[config.mk]
export PLATFORM = sky130hd
export DESIGN_NAME = tone_gen
export DESIGN_NICKNAME = d
export VERILOG_FILES = /design/src/rtl/tone_gen_pkg.sv /design/src/rtl/tick_gen.sv /design/src/rtl/tone_gen.sv
export SDC_FILE = /design/constraint.sdc
export NUM_CORES = 1
export LEC_CHECK = 0
export ABC_AREA = 0
export CAP_MARGIN = 5
export CORE_ASPECT_RATIO = 0.7
export CORE_MARGIN = 2
export CORE_UTILIZATION = 62
export CTS_CLUSTER_DIAMETER = 150
export CTS_CLUSTER_SIZE = 14
export DETAILED_ROUTE_END_ITERATION = 7
export PLACE_DENSITY = 0.85
export SYNTH_ARGS = -nofsm -noshare
export SYNTH_HDL_FRONTEND = slang
export SYNTH_HIERARCHICAL = 1
export SYNTH_SLANG_ARGS = --single-unit
[constraint.sdc]
create_clock -name clk -period 8.3 [get_ports clk]
set_clock_uncertainty 0.2 [all_clocks]
set_input_delay 1.245 -clock clk [delete_from_list [all_inputs] [get_ports clk]]
set_output_delay 1.245 -clock clk [all_outputs]
set_load 0.005 [all_outputs]
[src/rtl/tone_gen_pkg.sv]
// tone_gen_pkg: widths, defaults and state encoding shared by the tone generator
// and the key decoder that drives it.
package tone_gen_pkg;

    localparam int NOTE_W      = 16;
    localparam int TICK_HZ_DEF = 1_000_000;

    typedef enum logic {
        IDLE = 1'b0,
        PLAY = 1'b1
    } state_t;

endpackage

[src/rtl/tick_gen.sv]
// tick_gen: prescaler giving a one-cycle tick every DIV clocks; clr holds it at phase 0.
module tick_gen #(
    parameter int DIV = 50
) (
    input  logic clk,
    input  logic rst_n,
    input  logic clr,
    output logic tick
);

    localparam int W = DIV > 1 ? $clog2(DIV) : 1;

    logic [W-1:0] pcnt;

    // with DIV==1 pcnt stays 0 and tick is permanently high
    assign tick = pcnt == W'(DIV - 1);

    always_ff @(posedge clk or negedge rst_n) begin
        if (!rst_n)
            pcnt <= '0;
        else
            pcnt <= (clr || tick) ? '0 : pcnt + W'(1);
    end

endmodule

[src/rtl/tone_gen.sv]
// tone_gen: square-wave buzzer driver; toggles beep every m ticks, with pitch
// changes and stops applied only at half-period boundaries.
module tone_gen
    import tone_gen_pkg::*;
#(
    parameter int CLK_HZ  = 50_000_000,
    parameter int TICK_HZ = TICK_HZ_DEF
) (
    input  logic              clk,
    input  logic              rst_n,
    input  logic              en,
    input  logic [NOTE_W-1:0] m,
    output logic              beep,
    output logic              active
);

    localparam int DIV = CLK_HZ / TICK_HZ;

    state_t            state, state_nx;
    logic [NOTE_W-1:0] hcnt, hcnt_nx, m_q, m_q_nx;
    logic              beep_nx, tick, go, bnd;

    tick_gen #(.DIV(DIV)) u_tick (
        .clk  (clk),
        .rst_n(rst_n),
        .clr  (state == IDLE),
        .tick (tick)
    );

    assign go  = en && (m != '0);
    // m_q is never 0 in PLAY, so m_q-1 cannot underflow there
    assign bnd = (state == PLAY) && tick && (hcnt == m_q - NOTE_W'(1));

    always_ff @(posedge clk or negedge rst_n) begin
        if (!rst_n) begin
            state  <= IDLE;
            hcnt   <= '0;
            m_q    <= '0;
            beep   <= 1'b0;
            active <= 1'b0;
        end else begin
            state  <= state_nx;
            hcnt   <= hcnt_nx;
            m_q    <= m_q_nx;
            beep   <= beep_nx;
            active <= state_nx == PLAY;
        end
    end

    always_comb begin
        state_nx = state;
        if (state == IDLE)
            state_nx = go ? PLAY : IDLE;
        else if (bnd && !go)
            state_nx = IDLE;
    end

    always_comb begin
        hcnt_nx = (state == IDLE || bnd) ? '0 : (tick ? hcnt + NOTE_W'(1) : hcnt);
        m_q_nx  = ((state == IDLE || bnd) && go) ? m : m_q;
        beep_nx = (state == IDLE) ? go : (bnd ? (go && !beep) : beep);
    end

endmodule

==> results of run 1 <==
==> power by group <==
part           switching, mW  total, mW  internal, mW
combinational         0.0195     0.0431        0.0236
sequential           0.00789      0.207         0.199
clock                 0.0698      0.137        0.0672
total                 0.0972      0.387         0.289
==> routing by layer <==
layer	vias up	wire, um	GRT usage [%]
met1	799	2396	36.53
met3	8	235	5.357
met4	0	56	7.519
met5	-	0	0
met2	49	1773	32.02
li1	864	-	-
==> registers in the layout (all words and copies together) (netlist names) <==
register,count
m_q,16
u_tick/pcnt,6
state,1
beep,1
hcnt,16
==> final cells by class <==
type                       instances  area (um2)  area share, %
clock buffer                       6       82.58          3.068
clock inverter                     2       15.01         0.5579
inverter                           6       22.52         0.8368
multi-input combinational        180        1313          48.77
sequential                        40        1001          37.19
tap                               50       62.56          2.325
timing repair buffer              20       195.2          7.252
==> per-stage QoR <==
| step | total power, mW | area, um2 |
|---|---|---|
| 2_1_floorplan | 0.2347 | 2389 |
| 6_report | 0.3867 | 2691 |
| 3_5_place_dp | 0.2533 | 2594 |
| 5_1_grt | 0.4031 | 2691 |
| 4_1_cts | 0.3897 | 2691 |
| 3_3_place_gp | 0.2522 | 2594 |
==> how the worst min path moves through the flow <==
stage | end | slack, ps | from | cells after the start
floorplan | u_tick/pcnt[0]$_DFF_PN0_ | 280 | u_tick/pcnt[0]$_DFF_PN0_ | 1
global placement | u_tick/pcnt[0]$_DFF_PN0_ | 300 | u_tick/pcnt[0]$_DFF_PN0_ | 1
detailed placement | u_tick/pcnt[0]$_DFF_PN0_ | 310 | u_tick/pcnt[0]$_DFF_PN0_ | 1
CTS | u_tick/pcnt[0]$_DFF_PN0_ | 320 | u_tick/pcnt[0]$_DFF_PN0_ | 1
global route | u_tick/pcnt[0]$_DFF_PN0_ | 370 | u_tick/pcnt[0]$_DFF_PN0_ | 1
finish | u_tick/pcnt[0]$_DFF_PN0_ | 320 | u_tick/pcnt[0]$_DFF_PN0_ | 1
==> cell usage in the layout (no fill, tap or decap), drive strengths merged, types with 3 or more instances in the layout <==
cell and instances:
nand2 19, inv 6, nor3 7, ha 4
dfrtp 40, xnor2 18, o21a 3, nor4 9
nand4 8, nor2 32, clkbuf 6, mux2 16
o21ai 3, clkdlybuf4s50 19, and3 4, xor2 21
a21oi 3, nand3 10
==> critical path, cell delays in order (launching register included) <==
cell and delay, ps:
dfrtp_1 460, inv_1 90, ha_1 270, nor3b_2 390, nand2_1 100, a211o_1 300, nor4_1 290, nand4_2 230
a21oi_4 580, mux2_2 410
==> cells by family (layout without fill, tap and decap cells) <==
family          Yosys count  after routing  synth area share (%)
mux                      18             18                 9.953
simple gates            100            100                 22.53
fa+ha+maj                 4              4                 2.095
flops                    40             40                 41.91
compound gates           19             19                 6.077
buf+inv                  13             34                 3.143
xor+xnor                 39             39                 14.30
==> impl_metrics.ini, run 1 <==
[critical_path]
critical_path.max_fanout = 16
regToRegSetupSlack_ps = 4880
crit_arrival_ps = 3410
critPathCapture = m_q[3]$_DFFE_PN0P_
cp-end-kind = flip-flop
crit_type = flip-flop to flip-flop
worstPathRequired_ps = 8290
reg2regPathDepth = 9
rr_endpoint = m_q[3]$_DFFE_PN0P_
critPathLaunch = m_q[0]$_DFFE_PN0P_
reg2reg_from = m_q[0]$_DFFE_PN0P_
worst_setup_path_start_kind = flip-flop

[logic_synthesis]
synth_common_cells = dfrtp_1, nor2_1, xor2_1
synth.net_count = 256
yosysTopAreaCell = dfrtp_1
syn_inst = 233
ys_ff_latch = 40
ys_async_sr_fraction_pct = 100.0
yosysMostFrequentCell = dfrtp_1
synth.avg_cell_area_um2 = 10.25
ys_warn_count = 6
yosys-top-cells-area = dfrtp_1, xor2_1, xnor2_1
syn-cell-area_um2 = 2389
synth_top_area_share_pct = 41.91
yosys_most_used_dff = dfrtp_1
synth_edf_count = 0
synthDistinctLibCells = 46
synth_seq_area_share_pct = 41.91

[sta]
worstMarginPinSlew_ps = 856.7
period_needed_ps = 3425
hold_viol = 0
post-route-period-util_pct = 41.26
tns_ps = 0
fin_hold_ws_ps = 317.0
maxSlewViolCount = 0
rsz0062_at_grt = false
fin_ws_ps = 4875
setup_viol = 0
slew_headroom_pct = 42.88
max_freq_ghz = 0.2920

[placement]
gp_congestion = 0.9438
dp.cells = 296
portBuffers = 20
pre_cts_ws_ps = 4903
post-dp-hpwl_um = 3362

[route]
via_count = 1720
wirelength_um = 4461
routedWlPerCell_um = 14.67
drc = 0
detail_route.first_pass.iterations = 5
drt_iter0_markers = 125
viasPerCell = 5.658
ant_nets = 0

[flow_run]
cap_violations = 0

[power_and_ir_drop]
p_leak_nw = 1.185
powerDensity_nw_per_um2 = 143.7
ir_drop_mv = 0.1243

[clock_network]
cts_buffer_depth = 2
insertion_delay_ps = 300
htree_num_levels = 2
cts_resized = 0
cts_root_buffer = clkbuf_8
path_clk_slew_ps = 80
numCtsBuffers = 5
cts_tree = yes
cts-hold-fix-buffers = 0
clock-sinks = 40
post_cts_buffers = 0

[die]
initial_core_util_pct = 66.28
die_y_um = 55.93
die_area_um2 = 4373
die_x_um = 78.19
rows = 18
io_pins = 21
core-area_um2 = 3603

[global_routing]
grt_util_all_layers_pct = 23.40
overflow = 0
grt_pass1_wl_um = 7962
grt_max_degree = 41
grt_antenna_before_repair = 0
grt_pass1_vias = 1656

[final_layout]
nFillCells = 252
utilization_pct = 74.69
drive_gt1_share_pct = 13.39
antenna_cells = 0
area_growth_pct = 12.68
instances_no_fill = 304
final_nets = 276

[run_status]
status = finished, final reports clean

[hold_path]
min_path_type = flip-flop to flip-flop
Note: power is estimated with default switching activity, not from simulation.
==> run 2: changes to the inputs <==
- CORE_UTILIZATION: 62 -> 52
- PLACE_DENSITY: 0.85 -> 0.76
- clock period: 8.3 -> 2.95 ns (I/O delays scaled with it)
==> run 2 against run 1 <==
Against the previous run: sequential cell count stayed put; setup slack worse by 4800 ps; clock power grew to 3.7 times the previous value; via count is 4.8% higher; critical path depth stayed put; sequential power grew to 2.8 times the previous value; worst hold slack worse by 250 ps; cell count is 7.2% higher; highest routed layer unchanged; die area is 18% higher; register-to-register slack worse by 4800 ps.
==> impl_metrics.ini, run 2 (same netlist as run 1, synthesis figures left out) <==
[die]
io_pins = 21
core-area_um2 = 4379
die_x_um = 85.01
initial_core_util_pct = 54.54
rows = 20
die_area_um2 = 5160
die_y_um = 60.71

[route]
ant_nets = 0
drt_iter0_markers = 145
drc = 0
via_count = 1803
routedWlPerCell_um = 15.22
detail_route.first_pass.iterations = 4
viasPerCell = 5.531
wirelength_um = 4962

[power_and_ir_drop]
combPwrFrac_pct = 13.0
powerDensity_nw_per_um2 = 418.4
p_int_uw = 979.7
p_clk_share_pct = 40.9
ir_drop_mv = 0.3911
switchingPower_uw = 272.9
netSwitchingFraction_pct = 21.79
seqPwrFrac_pct = 46.0
p_leak_nw = 1.317

[critical_path]
cp-end-kind = flip-flop
slowest_stage = or4_4
crit_chain = buf_12 > or4_4 > nor3_4 > o22ai_2 > nor4_4 > nand4_2 > a21oi_4 > clkbuf_16 > mux2_4
crit_arrival_ps = 2840
worst_setup_path_start_kind = flip-flop
critical_path.max_fanout = 7
worstPathRequired_ps = 2910
critPathMaxStageDelay_ps = 550
crit_type = flip-flop to flip-flop
crit_family = simple AND/OR/NAND/NOR gates
crit_buf_inv = 2

[run_status]
status = finished, final reports clean

[final_layout]
area_growth_pct = 25.35
layout_common_cells = dfrtp_1, nor2_1, xor2_1
seq_area_um2 = 1003
multi_input_area_um2 = 1385
mostFrequentLayoutCell = dfrtp_1
drive_gt1_share_pct = 21.40
nFillCells = 329
utilization_pct = 68.37
instances_no_fill = 326
reg_top3 = hcnt: 16 flops, m_q: 16 flops, u_tick/pcnt: 6 flops
antenna_cells = 0
final_nets = 294

[sta]
worstMarginPinSlew_ps = 870.9
max_freq_ghz = 0.3477
slew_headroom_pct = 41.94
hold_viol = 0
fin_ws_ps = 74.29
period_needed_ps = 2876
maxSlewViolCount = 0
post-route-period-util_pct = 97.48
setup_viol = 0
rsz0062_at_grt = true

[global_routing]
grt_pass1_wl_um = 7748
grt_util_all_layers_pct = 19.19
grt_pass1_vias = 1601
overflow = 0
grt_antenna_before_repair = 0
grt_max_degree = 41

[clock_network]
htree_num_levels = 2
cts_buffer_depth = 2
insertion_delay_ps = 280
cts_tree = yes
cts_root_buffer = clkbuf_8
numCtsBuffers = 5
clock-sinks = 40
path_clk_slew_ps = 80

[placement]
pre_cts_ws_ps = 12.83
gp_congestion = 0.7908
post-dp-hpwl_um = 3655
portBuffers = 20
dp.cells = 315

[flow_run]
cap_violations = 0

[hold_path]
min_path_type = primary input to asynchronous set/reset pin
## run 2: path summary, 6_finish.rpt
kind | cells after the start | slack [ps] | startpoint | to
worst max-delay path | 9 | 70 | m_q[1]$_DFFE_PN0P_ | m_q[10]$_DFFE_PN0P_
worst min-delay path | 1 | 70 | rst_n | u_tick/pcnt[2]$_DFF_PN0_
worst max register to register | 9 | 70 | m_q[1]$_DFFE_PN0P_ | m_q[10]$_DFFE_PN0P_
worst min register to register | 1 | 320 | u_tick/pcnt[0]$_DFF_PN0_ | u_tick/pcnt[0]$_DFF_PN0_
max in group asynchronous | 1 | 1880 | rst_n | m_q[1]$_DFFE_PN0P_
min in group clk | 1 | 320 | u_tick/pcnt[0]$_DFF_PN0_ | u_tick/pcnt[0]$_DFF_PN0_
## run 2: cell type report
type	count	area share (%)
Clock inverter	2	2.006
Sequential cell	40	33.51
Multi-Input combinational cell	180	46.26
Timing Repair Buffer	38	12.87
Tap cell	55	2.298
Inverter	6	0.7522
Clock buffer	5	2.298
## run 2: through the flow
stage / power (mW) / hold slack (ps) / setup TNS (ps) / instance area (um2)
after CTS: 1.239 / 100.3 / 0 / 2872
after global routing: 1.297 / 146.7 / -294.3 / 2994
final: 1.253 / 65.59 / 0 / 2994
after floorplan: 0.6620 / -53.09 / 0 / 2395
after global placement: 0.7238 / 305.7 / 0 / 2736
after detailed placement: 0.7276 / 312.9 / 0 / 2736
## run 2: repair_timing
action,in CTS,in global routing
hold buffers,0,0
setup buffers,0,3
cloned,0,1
setup endpoints to repair,2,24
pin swaps,0,5
resized for setup,1,11
## run 2: power groups by stage
stage / Clock [mW] / Combinational, mW / Sequential [mW]
detailed placement: 0 / 0.142 / 0.586
CTS: 0.521 / 0.143 / 0.575
global placement: 0 / 0.139 / 0.585
finish: 0.513 / 0.163 / 0.577
floorplan: 0 / 0.0798 / 0.582
global route: 0.542 / 0.177 / 0.578
## run 2: layer usage
layer	GRT usage, %	wire [um]	vias to the layer above
met1	29.73	2639	863
met2	28.24	2093	39
met4	2.721	31	0
met3	4.218	198	4
li1	-	-	897
met5	0	0	-
## run 2: worst register-to-register path, stage by stage, from the launching register on
cell and delay (ps):
dfrtp_2 430, buf_12 130, or4_4 550, nor3_4 190
o22ai_2 100, nor4_4 240, nand4_2 160, a21oi_4 260
clkbuf_16 200, mux2_4 300
